[src/rtl/sight_pkg.sv]
// Shared types, constants and helpers for the visual-acuity test sequencer.
package sight_pkg;

  typedef enum logic [2:0] {
    ST_IDLE,
    ST_SHOW,
    ST_WAIT,
    ST_JUDGE,
    ST_DONE
  } state_t;

  // Orientation encoding shared by dir and the key bit positions
  localparam logic [1:0] DIR_UP    = 2'd0;
  localparam logic [1:0] DIR_RIGHT = 2'd1;
  localparam logic [1:0] DIR_DOWN  = 2'd2;
  localparam logic [1:0] DIR_LEFT  = 2'd3;

  localparam int MAX_LEVEL = 10;

  // Level k (tenths) to {tenths digit, integer digit}; 10 reads as "1.0"
  function automatic logic [7:0] level_to_bcd(input logic [3:0] k);
    if (k == 4'd0)
      return 8'h00;
    else if (k >= 4'(MAX_LEVEL))
      return 8'h01;
    else
      return {k, 4'h0};
  endfunction

  // The only key pattern that counts as a correct answer for orientation d
  function automatic logic [3:0] dir_to_key(input logic [1:0] d);
    case (d)
      DIR_UP:    return 4'b0001;
      DIR_RIGHT: return 4'b0010;
      DIR_DOWN:  return 4'b0100;
      DIR_LEFT:  return 4'b1000;
      default:   return 4'b0000;
    endcase
  endfunction

endpackage

[src/rtl/sight_lfsr.sv]
// Free-running 8-bit Fibonacci LFSR (x^8+x^6+x^5+x^4+1) picking chart orientations.
module sight_lfsr #(
  parameter logic [7:0] SEED = 8'hA5
) (
  input  logic       clkout,
  input  logic       rst_n,
  output logic [1:0] rnd
);

  logic [7:0] lfsr;

  assign rnd = lfsr[1:0];

  // Shift every cycle; a nonzero seed keeps the maximal sequence off zero
  always_ff @(posedge clkout or posedge rst_n) begin
    if (rst_n)
      lfsr <= SEED;
    else
      lfsr <= {lfsr[6:0], lfsr[7] ^ lfsr[5] ^ lfsr[4] ^ lfsr[3]};
  end

endmodule

[src/rtl/sight_test_ctrl.sv]
// Acuity test sequencer: steps levels 0.1..1.0, presents orientations, scores keys.
// Note: rst_n is active-high asynchronous, as in the rest of this codebase.
module sight_test_ctrl
  import sight_pkg::*;
#(
  parameter int         N_TRIALS  = 5,
  parameter int         PASS_MIN  = 3,
  parameter int         TIMEOUT   = 50,
  parameter logic [7:0] LFSR_SEED = 8'hA5
) (
  input  logic       clkout,
  input  logic       rst_n,
  input  logic       start,
  input  logic [3:0] key,
  output logic [7:0] bcd,
  output logic       X_signal,
  output logic [1:0] dir,
  output logic       dir_valid,
  output logic       busy,
  output logic       done
);

  localparam int TW = (TIMEOUT > 1) ? $clog2(TIMEOUT) : 1;

  state_t        state;
  logic [3:0]    lvl;
  logic [2:0]    c_cnt, w_cnt;
  logic [TW-1:0] tmr;
  logic          hit;
  logic [1:0]    rnd;
  logic [2:0]    c_nxt, w_nxt;

  sight_lfsr #(.SEED(LFSR_SEED)) u_lfsr (
    .clkout (clkout),
    .rst_n  (rst_n),
    .rnd    (rnd)
  );

  // Counts as they stand after the answer held in hit is scored
  assign c_nxt = c_cnt + {2'b00, hit};
  assign w_nxt = w_cnt + {2'b00, ~hit};

  // Test sequencer with registered outputs
  always_ff @(posedge clkout or posedge rst_n) begin
    if (rst_n) begin
      state     <= ST_IDLE;
      lvl       <= 4'd0;
      c_cnt     <= 3'd0;
      w_cnt     <= 3'd0;
      tmr       <= '0;
      hit       <= 1'b0;
      bcd       <= 8'h00;
      X_signal  <= 1'b0;
      dir       <= 2'd0;
      dir_valid <= 1'b0;
      busy      <= 1'b0;
      done      <= 1'b0;
    end else begin
      case (state)
        ST_IDLE, ST_DONE: begin
          if (start) begin
            state    <= ST_SHOW;
            lvl      <= 4'd1;
            c_cnt    <= 3'd0;
            w_cnt    <= 3'd0;
            bcd      <= level_to_bcd(4'd1);
            X_signal <= 1'b0;
            busy     <= 1'b1;
            done     <= 1'b0;
          end
        end
        ST_SHOW: begin
          dir       <= rnd;
          tmr       <= '0;
          dir_valid <= 1'b1;
          state     <= ST_WAIT;
        end
        ST_WAIT: begin
          // A key on the expiry cycle wins over the timeout
          if (key != 4'd0) begin
            hit       <= (key == dir_to_key(dir));
            dir_valid <= 1'b0;
            state     <= ST_JUDGE;
          end else if (tmr == TW'(TIMEOUT - 1)) begin
            hit       <= 1'b0;
            dir_valid <= 1'b0;
            state     <= ST_JUDGE;
          end else begin
            tmr <= tmr + 1'b1;
          end
        end
        ST_JUDGE: begin
          c_cnt <= c_nxt;
          w_cnt <= w_nxt;
          if (c_nxt == 3'(PASS_MIN)) begin
            if (lvl == 4'(MAX_LEVEL)) begin
              bcd   <= level_to_bcd(4'(MAX_LEVEL));
              busy  <= 1'b0;
              done  <= 1'b1;
              state <= ST_DONE;
            end else begin
              lvl   <= lvl + 4'd1;
              c_cnt <= 3'd0;
              w_cnt <= 3'd0;
              bcd   <= level_to_bcd(lvl + 4'd1);
              state <= ST_SHOW;
            end
          end else if (w_nxt > 3'(N_TRIALS - PASS_MIN)) begin
            // Result is the last level passed; failing level 1 is below scale
            bcd      <= level_to_bcd(lvl - 4'd1);
            X_signal <= (lvl == 4'd1);
            busy     <= 1'b0;
            done     <= 1'b1;
            state    <= ST_DONE;
          end else begin
            state <= ST_SHOW;
          end
        end
        default: state <= ST_IDLE;
      endcase
    end
  end

endmodule
[config.mk]
export PLATFORM = sky130hd
export DESIGN_NAME = sight_test_ctrl
export DESIGN_NICKNAME = d
export VERILOG_FILES = /design/src/rtl/sight_pkg.sv /design/src/rtl/sight_lfsr.sv /design/src/rtl/sight_test_ctrl.sv
export SDC_FILE = /design/constraint.sdc
export NUM_CORES = 1
export LEC_CHECK = 0
export CORE_MARGIN = 2
export CORE_UTILIZATION = 55
export DETAILED_ROUTE_END_ITERATION = 12
export GPL_TIMING_DRIVEN = 1
export PLACE_DENSITY_LB_ADDON = 0.15
export SETUP_SLACK_MARGIN = 0.05
export SLEW_MARGIN = 20
export SYNTH_ARGS = -nofsm -noshare
export SYNTH_HDL_FRONTEND = slang
export SYNTH_SLANG_ARGS = --single-unit
export TNS_END_PERCENT = 5
[constraint.sdc]
create_clock -name clkout -period 5 [get_ports clkout]
set_clock_uncertainty 0.05 [all_clocks]
set_input_delay 1.5 -clock clkout [delete_from_list [all_inputs] [get_ports clkout]]
set_output_delay 1.5 -clock clkout [all_outputs]
set_load 0.02 [all_outputs]
# Word-level counts from Yosys, hierarchy flattened
# Index checks and enable logic that the tools add are counted.
[classes] n_addsub=5 order_cmp=3 eq_ne=22 muxes=50 bitwise_logic=4 n_reduce_logical=18
[op_table] cell="$mux W8" n=8
[op_table] cell="$mux W3" n=11
[op_table] cell="$mux W4" n=5
[op_table] cell="$pmux W4 S4" n=1
[op_table] cell="$pmux W8 S2" n=1
[op_table] cell="$ne A2 B2 Y1 const B" n=7
[op_table] cell="$mux W1" n=13
[op_table] cell="$mux W6" n=2
[op_table] cell="$pmux W3 S2" n=2
[op_table] cell="$pmux W3 S4" n=1
[op_table] cell="$pmux W6 S2" n=1
[op_table] cell="$reduce_and A4 Y1" n=3
[op_table] cell="$eq A3 B2 Y1 const B" n=3
[op_table] cell="$ne A3 B3 Y1 const B" n=3
[op_table] cell="$ge A4 B4 Y1 const B" n=2
[op_table] cell="$logic_not A4 Y1" n=2
[op_table] cell="$pmux W1 S2" n=4
[op_table] cell="$pmux W4 S2" n=1
[op_table] cell="$reduce_and A2 Y1" n=4
[op_table] cell="$add A3 B1 Y3" n=2
[op_table] cell="$add A6 B1 Y6 const B" n=1
[op_table] cell="$eq A6 B6 Y1 const B" n=1
[op_table] cell="$reduce_and A3 Y1" n=2
[op_table] cell="$reduce_bool A2 Y1" n=3
[op_table] cell="16 further kinds" n=19
[totals] reg_bits=42 in_bits=7 output_inout_bits=14 word_cells=115

# Logic depth before layout (Yosys ltp)
# Gate-level depths: netlist (run 1).
[depth] ltp_word=7 ltp_mapped=8

# By module
# A second synthesis (run 1) with hierarchy kept.
[hier_totals] hier_cells=223 hier_area_um2=2215.9
[modules_own_cells] module="sight_test_ctrl" n_inst=1 cells_per_inst=209 area_per_inst_um2=1965.6 seq_area_each_um2=775.7
[modules_own_cells] module="sight_lfsr" n_inst=1 cells_per_inst=14 area_per_inst_um2=250.2 seq_area_each_um2=205.2

# Least setup slack after synthesis (run 1)
# Ideal clock, no wire load.
[synth_timing] path_kind="input to register" startpoint="in key[0]" endpoint="reg tmr[5]" setup_time_ps=136 arrival_time_ps=2530 required_time_ps=4814 setup_slack_ps=2283 path_stages=6 n_path_buf=1 cell_sequence="nor4_1 -> o211ai_1 -> buf_2 -> nor3_1 -> xnor2_1 -> nor2_1"
[synth_between] elab_chain_len=3
[synth_lines] item="start, declared" line_no="sight_test_ctrl.sv:14" text="input logic [3:0] key,"
[synth_lines] item="$reduce_bool A4 Y1" line_no="sight_test_ctrl.sv:80" text="if (key != 4'd0) begin"
[synth_lines] item="$ne A2 B2 Y1 (no line)"
[synth_lines] item="$reduce_and A3 Y1 (no line)"
[synth_lines] item="end signal, assigned" line_no="sight_test_ctrl.sv:89" text="tmr <= tmr + 1'b1;"
[synth_lines] item="end, declared" line_no="sight_test_ctrl.sv:28" text="logic [TW-1:0] tmr;"
# No other way between the ends.
# A chain may end at the register's enable or synchronous reset.

# Worst setup path in the final report (run 1)
[layout_timing] startpoint="in key[1]" endpoint="reg tmr[2]"
# Same word-level chain as after synthesis.

==> results by group, run 1 <==
STA
  – Slew Limit Headroom: 0.508
  – Fin crit share: 0.645
  – Endpoints failing setup: 0
  – RSZ-0062 raised after global routing: no
  – Final Max Tran Viols: 0
  – Slew @ Worst Pin: 0.734 ns
  – Tmin final: 3.22 ns
  – Hold Vio Cnt, Final: 0
  – Setup_tns: 0 ns
  – F_max: approximately 310 MHz

Power and ir drop
  – PwrDens: 392 nW/µm²
  – VDD IR max: 0.000238 V
  – Seq pwr share: 0.423
  – Switching Power: between 300 and 400 µW
  – Clock share of power: 0.225
  – Leak Pwr: 1.06 nW
  – Switching fraction of total power: 0.377
  – Internal power: 593 µW
  – Gate power share: 0.353

GRT
  – Total GRT Usage: 0.222
  – Largest net degree at the start of global routing: 30
  – First-pass GRT wire length: between 7 and 8 mm
  – Initial antenna violation count: 0
  – Vias in the first global route: between 1500 and 2000
  – Total congestion overflow: 0

Worst setup path
  – CP required: between 5 and 6 ns
  – Critical Path AT: 3.32 ns
  – Startpoint type of the worst setup path: input pin
  – Reg-to-Reg End: bcd[4]$_DFFE_PP0P_
  – R2r setup slk: 2.59 ns
  – FF-to-FF path depth: 6
  – WS Path Type: input pin to flop
  – Setup crit end kind: flop
  – Crit Path Max Fanout: 12
  – Worst r2r src: lvl[0]$_DFFE_PP0P_

Synth
  – Number of flops mapped to enable cells by yosys: 0
  – List of most frequent post-synthesis cells: dfrtp_1, o21ai_0, nand2_1
  – Leading area contributor after synthesis: dfrtp_1
  – Share of Yosys cell area claimed by the top area cell type: 0.401
  – Synth top area cells: dfrtp_1, ha_1, dfstp_2
  – Yosys warnings: 0
  – Post-synth cell types: 61
  – Dominant synthesized flop cell: dfrtp_1
  – Cell with the most instances after synthesis: dfrtp_1
  – Synth Cell Area: 2180 µm²
  – Share of flip-flops with an asynchronous set or reset: 1.00
  – Post-Syn Area per Cell: 10.2 µm²
  – Sequential area share after synthesis: 0.449
  – Seq cells post-synth: 39
  – Synth Instances: 214

Clock tree
  – Setup Buffers After CTS: 0
  – Clock buffer depth: 2
  – Post-cts sizing count: 0
  – H-tree depth: 2
  – Hold_buf cts: 0
  – Num CTS Buffers: 5
  – Clk slew on worst S/H paths: 0.08 ns
  – CTS tree: built
  – Clock Latency Late Sink: 0.30 ns
  – Clock root buffer: clkbuf_8
  – # clock sinks: 39

Hold path
  – Hold Path Class: flop to flop
  – Worst hold path depth: 0
  – Hold worst-path end: u_lfsr.lfsr[7]$_DFF_PP1_
  – Hold Crit Start: u_lfsr.lfsr[6]$_DFF_PP0_

Finish
  – Area grow syn2layout: 11.1%
  – Multi-input logic area: 1090 µm²
  – Flip-flop and latch area: just under 1000 µm²
  – Final Net Count: 248
  – Filler cells: 330
  – Layout cells sized above 1: 0.152
  – Inserted Diodes: 0
  – Final Core Density: 0.648

Die
  – Die height: 67.0 µm
  – Chip width: 67.0 µm
  – Boundary Pins: 21
  – Number of cell rows: 22
  – Initial core utilization: 0.584
  – Core Box Area: 3740 µm²
  – Die footprint: between 4000 and 5000 µm²

Status
  – Status: completed

Drt
  – Initial DRC Count: 133
  – Drt total wl: 4.30 mm
  – DR pass1 iterations: 4
  – Post-DRT Antenna Nets: 0
  – Via density: 6.04
  – Remaining DRCs: 0
  – DR vias: 1684
  – Drt wl/cell: 15.4 µm

Placement
  – RePlAce Congestion: 0.828
  – Final HPWL DP: 3.14 mm
  – Buffers on Ports: 17

Job
  – Max-cap violations: 0
[through the flow]
| step | power (mW) | setup slack [ns] | cells | hold slack [ns] | instance area [µm²] |
|---|---|---|---|---|---|
| 2_1_floorplan | 0.643 | 2.28 | 216 | 0.283 | 2190 |
| 4_1_cts | 0.952 | 1.77 | 279 | 0.321 | 2430 |
| 3_3_place_gp | 0.724 | 1.62 | 271 | 0.292 | 2340 |
| 6_report | 0.951 | 1.78 | 279 | 0.320 | 2430 |
| 3_5_place_dp | 0.738 | 1.44 | 271 | 0.293 | 2340 |
| 5_1_grt | 1.02 | 1.43 | 279 | 0.327 | 2430 |
[worst max-delay path: stages]
cell and delay, ns:
clkdlybuf4s50_1 0.46, nor4_1 0.38, o211ai_1 0.39, nor2b_1 0.27, o21ai_0 0.20, o21ai_0 0.12
[per-layer routing]
layer	up-vias	track usage	wire, µm
met3	9	0.0541	174
met1	835	0.278	1960
met5	-	0	0
met2	36	0.369	2080
li1	804	-	-
met4	0	0.0842	89
[final cells by class]
cell class,instances,area share
Multi-Input combinational cell,159,0.451
Sequential cell,39,0.404
Timing Repair Buffer,18,0.0732
Clock buffer,5,0.0284
Tap cell,48,0.0247
Inverter,7,0.0108
Clock inverter,3,0.00825
[flip-flops by register name, summed over array words and instances (netlist names)]
signal	count
dir_valid	1
done	1
u_lfsr.lfsr	8
hit	1
dir	2
busy	1
tmr	6
bcd	5
c_cnt	3
X_signal	1
w_cnt	3
lvl	4
state	3
[cells by family (layout without fill, tap and decap cells)]
| kind of cell | after synthesis | after routing | share of synthesized area |
|---|---|---|---|
| AO/OA/AOI/OAI | 59 | 59 | 0.192 |
| XOR/XNOR | 10 | 10 | 0.0401 |
| adder cells (fa/ha/maj) | 11 | 11 | 0.0630 |
| buffers and inverters | 18 | 33 | 0.0538 |
| flip-flops | 39 | 39 | 0.449 |
| multiplexers | 4 | 4 | 0.0200 |
| other | 1 | 3 | 0.00172 |
| AND/OR/NAND/NOR | 72 | 72 | 0.180 |
[power by group through the flow]
stage          combinational (mW)  clock (mW)  sequential, mW
4_1_cts                     0.334       0.216           0.401
3_3_place_gp                0.321           0           0.403
6_report                    0.336       0.214           0.402
5_1_grt                     0.377       0.234           0.408
3_5_place_dp                0.332           0           0.406
2_1_floorplan               0.231           0           0.412
[cell usage in the layout (no fill, tap or decap), types with 2 or more instances in the layout]
cell type,n
nand2b_1,3
a21o_1,3
mux2_2,3
a22o_1,5
clkinvlp_4,2
clkdlybuf4s50_1,17
nor2_1,12
and2_2,2
clkbuf_8,5
ha_1,11
nand2_1,19
nor2b_1,3
nand3_1,11
a32o_1,2
o21ai_0,20
o22ai_1,2
dfrtp_1,35
nor4_1,2
dfstp_2,4
conb_1,3
or3_4,2
xnor2_1,5
nor3_1,4
a21oi_1,9
xor2_1,5
inv_1,6
[worst max path at each step]
| stage | depth (start not counted) | from | to |
|---|---|---|---|
| 6_report | 6 | key[1] | tmr[2]$_DFFE_PP0P_ |
| 5_1_grt | 6 | key[1] | tmr[2]$_DFFE_PP0P_ |
| 4_1_cts | 6 | key[1] | tmr[2]$_DFFE_PP0P_ |
| 3_5_place_dp | 6 | key[1] | tmr[2]$_DFFE_PP0P_ |
| 3_3_place_gp | 6 | key[1] | tmr[4]$_DFFE_PP0P_ |
| 2_1_floorplan | 6 | key[0] | tmr[5]$_DFFE_PP0P_ |
Power figures use the tool's default switching activity.
==> run 2, diff against run 1 <==
clock period = 3.3 ns   (was 5 ns; I/O delays follow)
==> run 2 against run 1 <==
Against the previous run:
- worst setup slack got worse by 1.2 ns
- count of clock-buffer cells in the layout rose by 1
- die area is the same
- sequential power is 52% higher
- cell count unchanged
- critical path type unchanged
==> results by group, run 2 (synthesis gave the netlist of run 1 again) <==
STA
  – RSZ-0062 raised after global routing: no (unchanged)
  – Fin crit share: 0.819
  – Tmin final: about 2.7 ns
  – Final Max Tran Viols: 0 (unchanged)
  – WHS: 0.316 ns (was 0.320 ns)
  – Setup_tns: 0 ns (unchanged)
  – Slew @ Worst Pin: 0.748 ns (was 0.734 ns)
  – Slew Limit Headroom: 0.499 (was 0.508)
  – Hold Vio Cnt, Final: 0 (unchanged)
  – F_max: 370 MHz
  – Endpoints failing setup: 0 (unchanged)

Drt
  – DR pass1 iterations: 4 (unchanged)
  – Drt total wl: 4.23 mm (was 4.30 mm)
  – Via density: 5.97 (was 6.04)
  – Initial DRC Count: 77 (was 133)
  – Remaining DRCs: 0 (unchanged)
  – Drt wl/cell: 15.2 µm (was 15.4 µm)
  – Post-DRT Antenna Nets: 0 (unchanged)
  – DR vias: 1665 (was 1684)

Clock tree
  – # clock sinks: 39 (unchanged)
  – Num CTS Buffers: 5 (unchanged)
  – Setup Buffers After CTS: 0 (unchanged)
  – Hold_buf cts: 0 (unchanged)
  – CTS tree: built (unchanged)
  – Clock buffer depth: 2 (unchanged)
  – Post-cts sizing count: 0 (unchanged)
  – H-tree depth: 2 (unchanged)
  – Clock root buffer: clkbuf_8 (unchanged)
  – Clock Latency Late Sink: 0.29 ns (was 0.30 ns)
  – Clk slew on worst S/H paths: 0.08 ns (about the same)

Worst setup path
  – Setup crit end kind: flop (unchanged)
  – CP required: 3.40 ns (was 5.09 ns)
  – Startpoint type of the worst setup path: input pin (unchanged)
  – Critical Path AT: 2.81 ns (was 3.32 ns)
  – FF-to-FF path depth: 6 (unchanged)
  – WS Path Type: input pin to flop (unchanged)
  – Crit Path Max Fanout: 12 (unchanged)

Power and ir drop
  – Leak Pwr: 1.09 nW (was 1.06 nW)
  – Seq pwr share: 0.386 (was 0.423)
  – Switching Power: 529 µW (was 358 µW)
  – Internal power: 1.05 mW (was 593 µW)
  – Gate power share: 0.320 (was 0.353)
  – VDD IR max: 0.000358 V (was 0.000238 V)
  – Clock share of power: 0.295 (was 0.225)
  – PwrDens: 641 nW/µm² (was 392 nW/µm²)
  – Switching fraction of total power: 0.334 (was 0.377)

Finish
  – Biggest regs: u_lfsr.lfsr (8), tmr (6), bcd (5) (unchanged)
  – Fin cells: 279 (unchanged)
  – Area grow syn2layout: 13.1% (was 11.1%)
  – Commonest cells after routing, fill and taps aside: dfrtp_1, o21ai_0, nand2_1 (unchanged)
  – Max reg flops: 8 (unchanged)
  – Filler cells: 305 (was 330)
  – Largest reg by FF count: u_lfsr.lfsr (unchanged)
  – Inserted Diodes: 0 (unchanged)
  – Post-route cell area: 2470 µm² (was 2430 µm²)
  – Layout cells sized above 1: 0.143 (was 0.152)
  – Most common cell after layout, fill and taps aside: dfrtp_1 (unchanged)
  – Final Net Count: 248 (unchanged)

GRT
  – First-pass GRT wire length: 7.11 mm (was 7.42 mm)
  – Total congestion overflow: 0 (unchanged)
  – Initial antenna violation count: 0 (unchanged)
  – Total GRT Usage: 0.213 (was 0.222)
  – Vias in the first global route: 1593 (was 1618)
  – Largest net degree at the start of global routing: 40 (was 30)

Die
  – Boundary Pins: 21 (unchanged)
  – Number of cell rows: 22 (unchanged)
  – Initial core utilization: 0.584 (unchanged)
  – Chip width: 67.0 µm (unchanged)
  – Die height: 67.0 µm (unchanged)
  – Die footprint: 4490 µm² (unchanged)
  – Core Box Area: 3740 µm² (unchanged)

Placement
  – RePlAce Congestion: 0.809 (was 0.828)
  – Placed instance count: 271 (unchanged)
  – Buffers on Ports: 17 (unchanged)
  – Placed inst area: 2340 µm² (unchanged)
  – Final HPWL DP: 3.08 mm (was 3.14 mm)

Job
  – Max-cap violations: 0 (unchanged)

Hold path
  – Hold Path Class: flop to flop (unchanged)
  – Worst hold path depth: 0 (unchanged)

Status
  – Status: completed (unchanged)
[run 2: cell count changes in the layout (fill, tap and decap cells not counted)]
cell,change
bufinv_16,+2
clkbuf_1,+1
clkinv_2,-1
clkinvlp_4,-2
inv_1,+1
inv_2,-1
[run 2: final timing paths]
| check | from | to | slack (ns) |
|---|---|---|---|
| worst max register to register | lvl[0]$_DFFE_PP0P_ | bcd[4]$_DFFE_PP0P_ | 0.89 |
| worst max-delay path | key[1] | tmr[4]$_DFFE_PP0P_ | 0.60 |
| min in group asynchronous | rst_n | dir[1]$_DFFE_PP0P_ | 1.07 |
| worst min-delay path | u_lfsr.lfsr[6]$_DFF_PP0_ | u_lfsr.lfsr[7]$_DFF_PP1_ | 0.32 |
| worst min register to register | u_lfsr.lfsr[6]$_DFF_PP0_ | u_lfsr.lfsr[7]$_DFF_PP1_ | 0.32 |
| max in group asynchronous | rst_n | u_lfsr.lfsr[7]$_DFF_PP1_ | 1.77 |
[run 2: power groups by stage]
stage                     sequential (mW)  combinational, mW  clock (mW)
after floorplan                     0.624              0.351           0
after global placement              0.610              0.488           0
after detailed placement            0.618              0.504           0
after CTS                           0.609              0.510       0.474
after global routing                0.619              0.566       0.495
final                               0.610              0.506       0.466
[run 2: layer usage]
metal / share of wire / GRT usage
met5: 0 / 0
met4: 0.012 / 0.0663
met3: 0.036 / 0.0557
met2: 0.52 / 0.380
met1: 0.43 / 0.247
[run 2: stage by stage]
step           setup WS, ns  power (mW)   util
2_1_floorplan          1.09       0.975      -
3_3_place_gp          0.438        1.10  0.625
3_5_place_dp          0.275        1.12  0.625
4_1_cts               0.595        1.59  0.660
5_1_grt               0.362        1.68  0.660
6_report              0.596        1.58  0.660
[run 2: critical path, stage by stage]
cell	delay, ns
clkdlybuf4s50_1	0.46
nor4_1	0.39
o211ai_1	0.39
nor2b_1	0.28
o21ai_0	0.20
o31ai_1	0.09
[run 2: layout make-up]
class | count | area, µm² | area share
well taps | 48 | 60.1 | 0.0243
clock inverters | 2 | 60.1 | 0.0243
multi-input cells | 159 | 1090 | 0.443
clock buffers | 6 | 72.6 | 0.0294
repair buffers | 18 | 178 | 0.0719
inverters | 7 | 26.3 | 0.0106
flip-flops and latches | 39 | 981 | 0.397
==> RTL change 1: new RTL, config.mk and constraints of run 2 <==
The 5 states of `state_t` get a one-hot encoding in 5 bits.
--- a/src/rtl/sight_pkg.sv
+++ b/src/rtl/sight_pkg.sv
@@ -2,10 +2,10 @@
 package sight_pkg;
 
-  typedef enum logic [2:0] {
-    ST_IDLE,
-    ST_SHOW,
-    ST_WAIT,
-    ST_JUDGE,
-    ST_DONE
+  typedef enum logic [4:0] {
+    ST_IDLE  = 5'b00001,
+    ST_SHOW  = 5'b00010,
+    ST_WAIT  = 5'b00100,
+    ST_JUDGE = 5'b01000,
+    ST_DONE  = 5'b10000
   } state_t;
 
Behaviour: no difference found for any inputs over 10 cycles, from zero or initial values and one cycle with rst_n high; not proved beyond that.
==> RTL change 1 against run 2 <==
  * Register-to-register slack got worse by 0.20 ns
  * Die area increased by 0.81%
  * Power decreased by 14%
  * Synthesized area increased by 0.86%
  * Routed wire length decreased by 1.3%
  * Sequential cell count increased by 2
  * Final area increased by 1.9%
  * Critical path depth increased by 1
  * Global-route usage decreased by 0.20 points
  * Setup slack improved by 0.097 ns
  * Sequential share of layout area increased by 1.3 points
  * Largest power group unchanged
  * Highest routed layer unchanged
==> RTL change 1: results (changes against run 2) <==
* Run status: completed
* Fillers at 346 (+13%)
* CP top delay family: simple AND/OR/NAND/NOR gates
* Slowest cell on the critical path: nor2_1
* R2r setup slk at 0.69 ns (-0.20 ns)
* Multiplexer share of the synthesized area at 2.44% (+0.44 points)
* Hpwl dp at 2950 µm (-4.2%)
* Fin area at 0.00252 mm² (+1.9%)
* Hold_buf cts at 0 (unchanged)
* Async SR Flop Fraction at 100% (unchanged)
* Num CTS Buffers at 5 (unchanged)
* Final hold slack at 0.326 ns (+0.00986 ns)
* Slew HR at 56.5% (+6.6 points)
* Pin count of the biggest net entering global routing at 42 (+5.0%)
* LEAKAGE at 1.14 nW (+5.5%)
* Dpl cell area at 0.00240 mm² (+2.7%)
* Worst-case clock buffer depth at 2 (unchanged)
* Peak VDD IR at 0.337 mV (-5.8%)
* Reg2reg end: lvl[3]$_DFFE_PP0P_
* H-tree levels at 2 (unchanged)
* Vias in the first global route at 1475 (-7.4%)
* First-pass DRT Iterations at 4 (unchanged)
* Vias at 1620 (-2.7%)
* Clock Latency Late Sink at 0.30 ns
* Hold Crit Start: u_lfsr.lfsr[6]$_DFF_PP0_
* First-pass GRT wire length at 7040 µm (-0.97%)
* Synth Warn # at 0 (unchanged)
* Port bufs at 17 (unchanged)
* R2r worst-path depth at 7 (+1)
* Reg-to-Reg Start: c_cnt[0]$_DFFE_PP0P_
* Most frequent cells after synthesis: dfrtp_1 (36), nand2_1 (25), nor2_1 (17), nand3_1 (12), o21ai_0 (12)
* Largest registers: u_lfsr.lfsr x8, tmr x6
* Initial antenna violation count at 0 (unchanged)
* Sw frac at 31.9% (-1.5 points)
* Hold path depth at 0 (unchanged)
* Crit path from: c_cnt[0]$_DFFE_PP0P_
* Drt total wl at 4170 µm (-1.3%)
* Placer Congestion at 0.879 (+8.7%)
* Global router's overall resource usage at 21.1% (-0.20 points)
* Worst-path fanout max at 11 (-1)
* Post-CTS Setup Inserts at 0 (unchanged)
* Synth top area cells: dfrtp_1 (41%), ha_1 (6.2%), dfstp_2 (6.0%)
* Synth Area in Adders at 6.25% (-0.054 points)
* CP max stage delay at 0.51 ns (+0.05 ns)
* Compound-gate portion of the synthesized area at 13.5% (-5.7 points)
* Layout cell share with drive strength beyond 1 at 9.84% (-4.4 points)
* Post-Synth XOR/XNOR Area at 5.51% (+1.5 points)
* DRC errors left at 0 (unchanged)
* Post-layout net count at 261 (+5.2%)
* Yosys cell types at 47 (-23%)
* Drt first-iter violations at 129 (+68%)
* CTS Root Cell: clkbuf_8
* Sequential area share after synthesis at 46.8% (+1.9 points)
* CP arrival at 2.75 ns (-0.06 ns)
* Ant. Diodes at 0 (unchanged)
* Clock transition at path regs at 0.08 ns (about the same)
## RTL change 1: cell types whose count changed in the layout (fill, tap and decap cells not counted), moves of 3 or more
cell | run 2 | this run
inv_1 | 7 | 10
nor4_1 | 2 | 7
o21ai_0 | 20 | 12
nand2_1 | 19 | 25
nor2_1 | 12 | 17
xnor2_1 | 5 | 9
## RTL change 1: cell families after synthesis
kind of cell | after synthesis
AO/OA/AOI/OAI | 46
XOR/XNOR | 13
adder cells (fa/ha/maj) | 11
buffers and inverters | 19
flip-flops | 41
multiplexers | 5
other | 1
AND/OR/NAND/NOR | 89
## RTL change 1: power groups by stage
stage	combinational [mW]	sequential [mW]	clock [mW]
after floorplan	0.240	0.615	0
after global placement	0.343	0.604	0
after detailed placement	0.351	0.606	0
after CTS	0.353	0.597	0.422
after global routing	0.396	0.602	0.441
final	0.350	0.597	0.410
## RTL change 1: through the flow
stage | setup slack, ns | std cells | util (%) | total power [mW]
detailed placement | 0.410 | 286 | 61.4 | 0.957
global route | 0.547 | 294 | 64.3 | 1.44
floorplan | 1.15 | 227 | - | 0.855
finish | 0.693 | 294 | 64.3 | 1.36
global placement | 0.439 | 286 | 61.4 | 0.947
CTS | 0.708 | 294 | 64.3 | 1.37
## RTL change 1: final cells by class
| type | count | share of cell area [%] |
|---|---|---|
| multi-input combinational | 167 | 43.4 |
| clock inverter | 3 | 1.84 |
| clock buffer | 5 | 2.73 |
| tap | 50 | 2.49 |
| sequential | 41 | 41.0 |
| timing repair buffer | 18 | 7.06 |
| inverter | 10 | 1.49 |
## RTL change 1: how the worst max path moves through the flow
stage | depth (start not counted) | endpoint | slack [ns]
final | 7 | lvl[3]$_DFFE_PP0P_ | 0.69
after global routing | 6 | tmr[5]$_DFFE_PP0P_ | 0.55
after CTS | 6 | tmr[2]$_DFFE_PP0P_ | 0.71
after detailed placement | 6 | tmr[2]$_DFFE_PP0P_ | 0.41
after global placement | 6 | X_signal$_DFFE_PP0P_ | 0.44
after floorplan | 6 | lvl[3]$_DFFE_PP0P_ | 1.15
## RTL change 1: layer usage
| layer | track usage (%) | up-vias | wire length, µm |
|---|---|---|---|
| li1 | - | 825 | - |
| met1 | 30.6 | 758 | 2090 |
| met2 | 30.7 | 32 | 1850 |
| met3 | 4.00 | 5 | 176 |
| met4 | 9.18 | 0 | 59 |
| met5 | 0 | - | 0 |
==> RTL change 2: new RTL, settings of run 2 <==
Made on the original files. Change the parameter `TIMEOUT` from 50 to 25.
--- a/src/rtl/sight_test_ctrl.sv
+++ b/src/rtl/sight_test_ctrl.sv
@@ -6,5 +6,5 @@
   parameter int         N_TRIALS  = 5,
   parameter int         PASS_MIN  = 3,
-  parameter int         TIMEOUT   = 50,
+  parameter int         TIMEOUT   = 25,
   parameter logic [7:0] LFSR_SEED = 8'hA5
 ) (
Formal check against the unedited RTL: same outputs for any inputs over 10 cycles, from zero or initial values and one cycle with rst_n high; that may be too few to reach the edited logic, so the function may still have changed.
==> RTL change 2 against run 2 <==
  * Hold slack better by 0.0026 ns
  * Power up 15%
  * Synthesized area down 7.7%
  * Setup slack better by 0.24 ns
  * Synthesized cell count down 8.9%
  * Die area down 7.2%
  * Sequential cell count down 1
  * Final area down 7.7%
  * Routed wire length down 12%
  * Final cell count down 6.5%
  * Critical path type is now reg -> out
==> RTL change 2: results (changes against run 2) <==
* Run status: completed
* Fillers at 290 (-4.9%)
* Peak VDD IR at 0.330 mV (-7.6%)
* Plain + repair buffers at 19 (+1)
* CP max stage delay at 0.64 ns (+0.18 ns)
* Multi-input gate area at 988 µm² (-9.6%)
* CTS Root Cell: clkbuf_4
* Seq cells post-synth at 38 (-2.6%)
* Mapped Area at 0.00202 mm² (-7.7%)
* First-pass GRT wire length at 6700 µm (-5.7%)
* Final non-clock buffer share at 8.12% (+0.93 points)
* ClkCell Share at 2.80% (-2.6 points)
* Clock transition at path regs at 0.11 ns (+0.03 ns)
* Final hold slack at 0.318 ns (+0.00259 ns)
* Post-layout net count at 232 (-6.5%)
* Worst-path fanout max at 6 (-6)
* WL/cell at 14.3 µm (-6.0%)
* R2r setup slk at 1.06 ns (+0.17 ns)
* Dpl cell area at 0.00222 mm² (-5.2%)
* Peak Freq at 406 MHz (+9.7%)
* Non-CTS inverters at 8 (+1)
* Register area at 956 µm² (-2.6%)
* Slew @ Worst Pin at 0.701 ns (-0.0468 ns)
* Via/cell ratio at 5.79 (-3.0%)
* Hpwl dp at 2780 µm (-9.7%)
* Drt total wl at 3720 µm (-12%)
* Syn avg cell area at 10.3 µm² (+1.3%)
* Most frequent cells after synthesis: dfrtp_1 (34), o21ai_0 (17), nand2_1 (14), ha_1 (11), a21oi_1 (10)
* Largest registers: u_lfsr.lfsr x8, bcd x5, tmr x5
* Pin count of the biggest net entering global routing at 39 (-2.5%)
* Global router's overall resource usage at 20.6% (-0.75 points)
* LEAKAGE at 1.04 nW (-3.8%)
* Clock Latency Late Sink at 0.35 ns (+0.06 ns)
* Placer Congestion at 0.879 (+8.7%)
* CP arrival at 1.42 ns (-1.39 ns)
* Synth top area cells: dfrtp_1 (42%), ha_1 (6.8%), dfstp_2 (5.2%)
* Layout cell share with drive strength beyond 1 at 9.77% (-4.5 points)
* Setup slack at placement at 0.510 ns (+0.235 ns)
-- RTL change 2: power by group --
part / switching [mW] / internal (mW)
sequential: 0.107 / 0.569
combinational: 0.509 / 0.384
clock: 0.153 / 0.102
total: 0.769 / 1.06
-- RTL change 2: per-layer routing --
layer	global-route usage, %	wire, µm	up-vias	share of wire, %
met5	0	0	-	0
met4	7.98	92	0	2.5
met3	4.17	99	10	2.7
met2	36.5	1800	27	48
met1	24.5	1730	734	46
li1	-	-	740	-
-- RTL change 2: cells by family (layout without fill, tap and decap cells) --
group / count (synthesis) / count (layout) / synth area share [%]
flops: 38 / 38 / 47.4
mux: 4 / 4 / 2.17
simple gates: 62 / 62 / 18.6
compound gates: 53 / 53 / 16.9
xor+xnor: 9 / 9 / 3.91
buf+inv: 17 / 35 / 3.97
fa+ha+maj: 11 / 11 / 6.82
other cells: 1 / 3 / 0.186
